File: src/rtl/stage_read_regs_if.sv
`default_nettype none
// ============================================================================
// Module      : stage_read_regs_if
// Description : Writeback port into the operand-read stage register file.
// Revision    : 1.0 - initial release
// ============================================================================
interface stage_read_regs_if;
    logic        ctrl_writeEnable;
    logic [4:0]  ctrl_writeReg;
    logic [31:0] data_writeReg;

    modport master (
        output ctrl_writeEnable,
        output ctrl_writeReg,
        output data_writeReg
    );

    modport slave (
        input  ctrl_writeEnable,
        input  ctrl_writeReg,
        input  data_writeReg
    );
endinterface
`default_nettype wire

File: src/rtl/stage_read_regs.sv
`default_nettype none
// ============================================================================
// Module      : stage_read_regs
// Description : Operand-read stage with register file, write-through bypass,
//               load-use hazard detection and the D/X pipeline latch.
// Revision    : 1.0 - initial release
// ============================================================================
module stage_read_regs #(
    parameter int          NREGS   = 32,
    parameter logic [4:0]  RSTATUS = 5'd30,
    parameter logic [31:0] NOP     = 32'd0
) (
    input  wire logic        clock,
    input  wire logic        reset,
    input  wire logic [31:0] insn_in,
    input  wire logic [31:0] pc_in,
    input  wire logic        flush,
    stage_read_regs_if.slave wb,
    output logic             stall_out,
    output logic [31:0]      dx_insn,
    output logic [31:0]      dx_pc,
    output logic [31:0]      dx_a,
    output logic [31:0]      dx_b
);

    localparam logic [4:0] c_OP_RTYPE = 5'b00000;
    localparam logic [4:0] c_OP_J     = 5'b00001;
    localparam logic [4:0] c_OP_BNE   = 5'b00010;
    localparam logic [4:0] c_OP_JAL   = 5'b00011;
    localparam logic [4:0] c_OP_JR    = 5'b00100;
    localparam logic [4:0] c_OP_BLT   = 5'b00110;
    localparam logic [4:0] c_OP_SW    = 5'b00111;
    localparam logic [4:0] c_OP_LW    = 5'b01000;
    localparam logic [4:0] c_OP_SETX  = 5'b10101;
    localparam logic [4:0] c_OP_BEX   = 5'b10110;

    logic [31:0] regs_q [NREGS];
    logic [31:0] regs_d [NREGS];

    logic [31:0] dx_insn_q, dx_insn_d;
    logic [31:0] dx_pc_q,   dx_pc_d;
    logic [31:0] dx_a_q,    dx_a_d;
    logic [31:0] dx_b_q,    dx_b_d;

    logic [4:0]  w_opcode, w_rd, w_rs, w_rt;
    logic [4:0]  w_read_a, w_read_b;
    logic        w_uses_a, w_uses_b;
    logic        w_wb_hit;
    logic [31:0] w_port_a, w_port_b;
    logic [4:0]  w_dx_opcode, w_dx_rd;
    logic        w_hazard;

    // Source-field decode of the incoming instruction
    always_comb begin
        w_opcode = insn_in[31:27];
        w_rd     = insn_in[26:22];
        w_rs     = insn_in[21:17];
        w_rt     = insn_in[16:12];

        w_read_a = (w_opcode == c_OP_BEX) ? RSTATUS : w_rs;
        w_read_b = w_rt;
        if (w_opcode == c_OP_SW || w_opcode == c_OP_BNE ||
            w_opcode == c_OP_BLT || w_opcode == c_OP_JR) begin
            w_read_b = w_rd;
        end

        w_uses_a = !(w_opcode == c_OP_J || w_opcode == c_OP_JAL ||
                     w_opcode == c_OP_SETX);
        w_uses_b = (w_opcode == c_OP_RTYPE || w_opcode == c_OP_SW ||
                    w_opcode == c_OP_BNE   || w_opcode == c_OP_BLT ||
                    w_opcode == c_OP_JR);
    end

    // Register file next state; r0 is never written
    always_comb begin
        w_wb_hit = wb.ctrl_writeEnable && (wb.ctrl_writeReg != 5'd0);
        regs_d   = regs_q;
        if (w_wb_hit) begin
            regs_d[wb.ctrl_writeReg] = wb.data_writeReg;
        end
    end

    // Read ports forward a same-cycle writeback so the stage never sees stale data
    always_comb begin
        if (w_read_a == 5'd0) begin
            w_port_a = 32'd0;
        end else if (w_wb_hit && wb.ctrl_writeReg == w_read_a) begin
            w_port_a = wb.data_writeReg;
        end else begin
            w_port_a = regs_q[w_read_a];
        end

        if (w_read_b == 5'd0) begin
            w_port_b = 32'd0;
        end else if (w_wb_hit && wb.ctrl_writeReg == w_read_b) begin
            w_port_b = wb.data_writeReg;
        end else begin
            w_port_b = regs_q[w_read_b];
        end
    end

    always_comb begin
        w_dx_opcode = dx_insn_q[31:27];
        w_dx_rd     = dx_insn_q[26:22];
        w_hazard    = (w_dx_opcode == c_OP_LW) && (w_dx_rd != 5'd0) &&
                      ((w_uses_a && w_read_a == w_dx_rd) ||
                       (w_uses_b && w_read_b == w_dx_rd));
        // A squashed instruction's hazard must not freeze fetch
        stall_out   = w_hazard && !flush;
    end

    always_comb begin
        dx_insn_d = insn_in;
        dx_pc_d   = pc_in;
        dx_a_d    = w_port_a;
        dx_b_d    = w_port_b;
        if (flush || w_hazard) begin
            dx_insn_d = NOP;
            dx_pc_d   = 32'd0;
            dx_a_d    = 32'd0;
            dx_b_d    = 32'd0;
        end
    end

    always_ff @(posedge clock) begin
        if (reset) begin
            for (int i = 0; i < NREGS; i++) begin
                regs_q[i] <= 32'd0;
            end
            dx_insn_q <= 32'd0;
            dx_pc_q   <= 32'd0;
            dx_a_q    <= 32'd0;
            dx_b_q    <= 32'd0;
        end else begin
            regs_q    <= regs_d;
            dx_insn_q <= dx_insn_d;
            dx_pc_q   <= dx_pc_d;
            dx_a_q    <= dx_a_d;
            dx_b_q    <= dx_b_d;
        end
    end

    assign dx_insn = dx_insn_q;
    assign dx_pc   = dx_pc_q;
    assign dx_a    = dx_a_q;
    assign dx_b    = dx_b_q;

endmodule
`default_nettype wire

File: src/flat_wrapper.sv
// flat-port wrapper written by rule: the top's interface ports become plain ports
module stage_read_regs_flat 
#(
    parameter int          NREGS   = 32,
    parameter logic [4:0]  RSTATUS = 5'd30,
    parameter logic [31:0] NOP     = 32'd0
)
  (clock, reset, insn_in, pc_in, flush, stall_out, dx_insn, dx_pc, dx_a, dx_b, wb_ctrl_writeEnable, wb_ctrl_writeReg, wb_data_writeReg);
  stage_read_regs_if wb_i ();
  input  wire logic clock;
  input  wire logic reset;
  input  wire logic [31:0] insn_in;
  input  wire logic [31:0] pc_in;
  input  wire logic flush;
  output logic stall_out;
  output logic [31:0] dx_insn;
  output logic [31:0] dx_pc;
  output logic [31:0] dx_a;
  output logic [31:0] dx_b;
  input wire logic [$bits(wb_i.ctrl_writeEnable)-1:0] wb_ctrl_writeEnable;
  input wire logic [$bits(wb_i.ctrl_writeReg)-1:0] wb_ctrl_writeReg;
  input wire logic [$bits(wb_i.data_writeReg)-1:0] wb_data_writeReg;
  assign wb_i.ctrl_writeEnable = wb_ctrl_writeEnable;
  assign wb_i.ctrl_writeReg = wb_ctrl_writeReg;
  assign wb_i.data_writeReg = wb_data_writeReg;
  stage_read_regs #(.NREGS(NREGS), .RSTATUS(RSTATUS), .NOP(NOP)) u_core (.clock(clock), .reset(reset), .insn_in(insn_in), .pc_in(pc_in), .flush(flush), .wb(wb_i), .stall_out(stall_out), .dx_insn(dx_insn), .dx_pc(dx_pc), .dx_a(dx_a), .dx_b(dx_b));
endmodule
File: config.mk
export PLATFORM = sky130hd
export DESIGN_NAME = stage_read_regs_flat
export DESIGN_NICKNAME = d
export VERILOG_FILES = /design/src/rtl/stage_read_regs_if.sv /design/src/rtl/stage_read_regs.sv /design/src/flat_wrapper.sv
export SDC_FILE = /design/constraint.sdc
export NUM_CORES = 2
export LEC_CHECK = 0
export ABC_AREA = 1
export BUFFER_PORTS_ARGS = -buffer_cell sky130_fd_sc_hd__buf_4
export CORE_ASPECT_RATIO = 1.2
export CORE_MARGIN = 3
export CORE_UTILIZATION = 55
export CTS_CLUSTER_DIAMETER = 30
export DETAILED_ROUTE_END_ITERATION = 8
export GPL_ROUTABILITY_DRIVEN = 0
export HOLD_SLACK_MARGIN = 0.03
export PLACE_DENSITY_LB_ADDON = 0.05
export SYNTH_ARGS = -nofsm -noshare
export SYNTH_HDL_FRONTEND = slang
export SYNTH_SLANG_ARGS = --single-unit
File: constraint.sdc
create_clock -name clock -period 3.6 [get_ports clock]
set_input_delay 0.9 -clock clock [delete_from_list [all_inputs] [get_ports clock]]
set_output_delay 0.9 -clock clock [all_outputs]
set_load 0.05 [all_outputs]
==> impl.org <==
** Power and ir drop
- Leakage power figure :: slightly above 0.03 uW
- In this run the power density over the cells is 550 mW/mm2.
- Max rail drop VDD :: 0.506 mV

** Min path
- The tightest min-delay check is of the input pin to flip-flop type.
- Startpoint of the worst hold path :: insn_in[4]

** Synth
- Yosys mapped the design onto 29 distinct sky130hd cell types.
- After technology mapping, the gate count stands at ~9500.
- After synthesis, flip-flops and latches occupy 38.0% of the total area.
- Among all flip-flop cells after synthesis, the most frequent one is sky130_fd_sc_hd__dfxtp_1.
- The biggest area contributor in the post-synthesis netlist is sky130_fd_sc_hd__dfxtp_1.
- FFs w/ async S/R, synth :: 0%
- Yosys instantiated no cell more often than sky130_fd_sc_hd__nand2_1.
- Counting every net in the synthesized netlist gives between 9000 and 10000.
- In this run the biggest area consumer among cell types represents 38.0% of the synthesized area.
- Counting flops with a built-in enable in the synthesized netlist gives 0.
- For this run, the number of Yosys warnings is 0.
- In the post-synthesis netlist, the biggest area contributors are sky130_fd_sc_hd__dfxtp_1 38%, sky130_fd_sc_hd__nand3_1 13%, sky130_fd_sc_hd__nand2_1 11%.
- Leading cell types by count after synthesis :: 1841 x sky130_fd_sc_hd__nand2_1, 1591 x sky130_fd_sc_hd__nand3_1, 1241 x sky130_fd_sc_hd__o21ai_0
- Netlist area before placement :: around 0.061 mm2
- Averaged over all synthesized cells, the footprint is 6.42 um2.
- In this run, synthesis produced a sequential element count of 1152.

** Routing
- DRT Pass-1 Iters :: 9
- The detail route stage leaves a number of antenna-violating nets equal to 0.
- Dividing the detail-routed wire length by the instance count gives around 24 um.
- DRT Wirelength :: 263000 um
- Drt first-iter violations :: 9795
- Detailed-route via count :: 68300
- In the routed design, unresolved DRC markers number 0.
- After detailed routing, the number of vias per cell comes to between 6 and 7.

** CTS
- The H-tree was split into 4 levels.
- Sinks on Clock Net :: 1152
- In this run the deepest clock path goes through 3 buffers.
- Worst-path clk slew :: ~0.050 ns
- The cell sitting at the root of the clock tree is a sky130_fd_sc_hd__clkbuf_16.
- TritonCTS built the clock tree.
- Hold bufs inserted after CTS :: 0
- Count of buffers added by post-CTS timing repair for setup :: 0
- For the worst-skew pair, the clock arrives at the later sink with an insertion delay of 0.85 ns.
- TritonCTS Buffers :: between 200 and 250

** Timing
- Setup violations remaining at the end of the flow were counted as 0.
- Max-slew violation count :: 0
- The worst pin sits at a relative slew slack of 28.3%.
- Final Hold Vio Count :: 0
- For the pin with the worst max-slew slack, the measured transition is 1.08 ns.
- Period minus WS final :: 3.49 ns
- Worst-case setup margin in the final layout :: 0.111 ns
- Post-route fraction of the period consumed by the critical path :: 96.9%
- Achievable clock frequency :: between 0.2 and 0.3 GHz
- On the final layout, the worst clock skew is 0.0273 ns.

** Finish
- Registers take ~0.023 mm2.
- Share of cells above drive strength 1 :: 10.6%
- The final layout contains about 9400 nets.
- Counting the fill cells in the layout gives between 9000 and 10000.
- The count of cells in the finished layout, fillers not included, comes to 11000.
- Summing all multi-input logic gate instances after layout gives 0.0299 mm2.
- From synthesis to final layout, the design area changed by 19.6%.

** Critical path
- The worst setup path is captured at a primary output.
- Worst Path Arrival :: 2.59 ns
- The most critical setup path has its startpoint at insn_in[29].
- The worst setup path is of the input pin to primary output kind.
- At the worst endpoint, the required time is 2.70 ns.
- The worst register-to-register path begins at u_core.dx_insn[25].
- The worst setup path is launched from an input pin.
- Maximum net fanout on the critical path :: 9

** Global routing
- Global-route wire length before repair :: 390000 um
- Total grt overflow :: 0
- Entering global routing, the biggest net connects 131 pins.
- In the global route stage, overall resource usage came out at between 40% and 50%.
- The number of antenna violations at the first check in global routing came to 28.
- The via count of the first global-routing pass is 63700.

** Die
- The floorplan step defined a die boundary enclosing about 0.11 mm2.
- Row Count :: between 100 and 150
- Pin placement for this block handled 234 I/O pins.
- Die Y-Extent :: between 300 and 400 um
- X dimension of the die :: 309 um
- After floorplanning, the core was sized to cover 0.109 mm2.
- Starting density of the core :: 55.8%

** Place
- Timing analysis after detailed placement gives a worst setup slack of 0.112 ns.
- Placed cell count :: between 10000 and 15000
- Summed over all nets, the half-perimeter wirelength after detailed placement is 148000 um.
- Count of input and output buffers :: 233

** Outcome
- The flow ran to the end, and the final reports show no timing, DRC or antenna violations.

** Flow run
- Across the run, the number of max-cap violations was 0.
cells by family (layout without fill, tap and decap cells):
kind of cell | count (synthesis) | in the layout | share of synthesized area, %
AND/OR/NAND/NOR | 3660 | 3660 | 26.3
flip-flops | 1152 | 1152 | 38.0
buffers and inverters | 2072 | 2147 | 13.4
other | 0 | 23 | 0
XOR/XNOR | 4 | 4 | 0.0576
AO/OA/AOI/OAI | 2573 | 2573 | 22.3
critical path, stage by stage:
cell                      delay (ns)
sky130_fd_sc_hd__buf_4          0.11
sky130_fd_sc_hd__inv_1          0.11
sky130_fd_sc_hd__nand2_1        0.11
sky130_fd_sc_hd__nand3_4        0.07
sky130_fd_sc_hd__buf_4          0.18
sky130_fd_sc_hd__nand3_1        0.17
sky130_fd_sc_hd__nand3_1        0.12
sky130_fd_sc_hd__nand2_1        0.05
sky130_fd_sc_hd__nor2_1         0.08
sky130_fd_sc_hd__nand3_1        0.10
sky130_fd_sc_hd__nand2_1        0.13
sky130_fd_sc_hd__nand2_4        0.13
sky130_fd_sc_hd__nor2_2         0.14
sky130_fd_sc_hd__buf_6          0.17
placed cells by master (no fill, tap or decap), types with 2 or more instances in the layout:
master / Yosys / layout
sky130_fd_sc_hd__nand2_1: 1841 / 1830
sky130_fd_sc_hd__nand3_1: 1591 / 1587
sky130_fd_sc_hd__o21ai_0: 1241 / 1241
sky130_fd_sc_hd__dfxtp_1: 1152 / 1152
sky130_fd_sc_hd__inv_1: 1150 / 1144
sky130_fd_sc_hd__a21oi_1: 1061 / 1061
sky130_fd_sc_hd__buf_4: 7 / 425
sky130_fd_sc_hd__o211ai_1: 264 / 264
sky130_fd_sc_hd__clkbuf_16: 0 / 228
sky130_fd_sc_hd__buf_12: 0 / 111
sky130_fd_sc_hd__nor2_1: 139 / 107
sky130_fd_sc_hd__nand4_1: 65 / 65
sky130_fd_sc_hd__clkbuf_8: 0 / 38
sky130_fd_sc_hd__nor2_4: 1 / 33
sky130_fd_sc_hd__clkinv_1: 32 / 30
sky130_fd_sc_hd__inv_6: 0 / 27
sky130_fd_sc_hd__clkinvlp_4: 0 / 27
sky130_fd_sc_hd__clkinv_4: 0 / 25
sky130_fd_sc_hd__clkinv_2: 0 / 25
sky130_fd_sc_hd__diode_2: 0 / 23
sky130_fd_sc_hd__clkbuf_1: 576 / 23
sky130_fd_sc_hd__bufinv_16: 0 / 22
sky130_fd_sc_hd__nand2_4: 0 / 10
sky130_fd_sc_hd__nor3_1: 10 / 10
sky130_fd_sc_hd__nand2_2: 6 / 6
sky130_fd_sc_hd__inv_8: 0 / 6
sky130_fd_sc_hd__inv_16: 0 / 5
sky130_fd_sc_hd__xor2_1: 4 / 4
sky130_fd_sc_hd__inv_2: 2 / 4
sky130_fd_sc_hd__clkinv_8: 0 / 4
sky130_fd_sc_hd__nand3_4: 1 / 3
sky130_fd_sc_hd__nand3_2: 1 / 3
sky130_fd_sc_hd__nor2_2: 2 / 2
sky130_fd_sc_hd__o22ai_1: 2 / 2
sky130_fd_sc_hd__nor4_1: 2 / 2
sky130_fd_sc_hd__o21ai_1: 2 / 2
sequential cells by signal (all words and copies together) (netlist names):
signal / flops
u_core.dx_a: 32
u_core.dx_pc: 32
u_core.dx_b: 32
u_core.dx_insn: 32
u_core.regs_q: 1024
metrics by stage:
step           power, uW   TNS, ns  utilization (%)  hold slack [ns]  area (um2)
2_1_floorplan      16400         0                -            0.429       60800
3_3_place_gp       18300         0             59.4            0.438       64700
3_5_place_dp       18400         0             59.4            0.443       64700
4_1_cts            39900         0             66.7            0.238       72600
5_1_grt            41000  -0.00981             66.8            0.265       72700
6_report           40000         0             66.8            0.273       72700
metal layers:
layer	routed length, um	up-vias	track usage (%)
li1	-	31100	-
met1	94100	31200	53.2
met2	112000	4764	67.4
met3	35000	1261	13.3
met4	21600	8	33.4
met5	49	-	0
path summary, 6_finish.rpt:
check	end	slack, ns	cells past startpoint
worst max-delay path	stall_out	0.11	14
worst min-delay path	u_core.dx_insn[4]	0.27	3
worst max register to register	u_core.dx_a[6]	1.33	10
worst min register to register	u_core.regs_q[1003]	0.45	2
area by class of cell:
class / instances / area share, %
flip-flops and latches: 1152 / 31.7
multi-input cells: 6237 / 41.2
repair buffers: 537 / 7.46
clock buffers: 289 / 8.69
inverters: 1184 / 6.16
well taps: 1407 / 2.42
clock inverters: 137 / 2.28
diodes: 23 / 0.0792
where the power goes:
group	switching [uW]	leakage, uW	internal (uW)
combinational	3680	0.0172	1470
clock	7620	0.00385	14100
sequential	183	0.00931	13000
total	11500	0.0303	28500
timing repair:
action                                  in CTS  in global routing
hold endpoints to repair                     0                  0
resized for setup                            0                  2
endpoints found under the setup margin       0                  1
No activity file was read; power rests on OpenSTA's default activity.
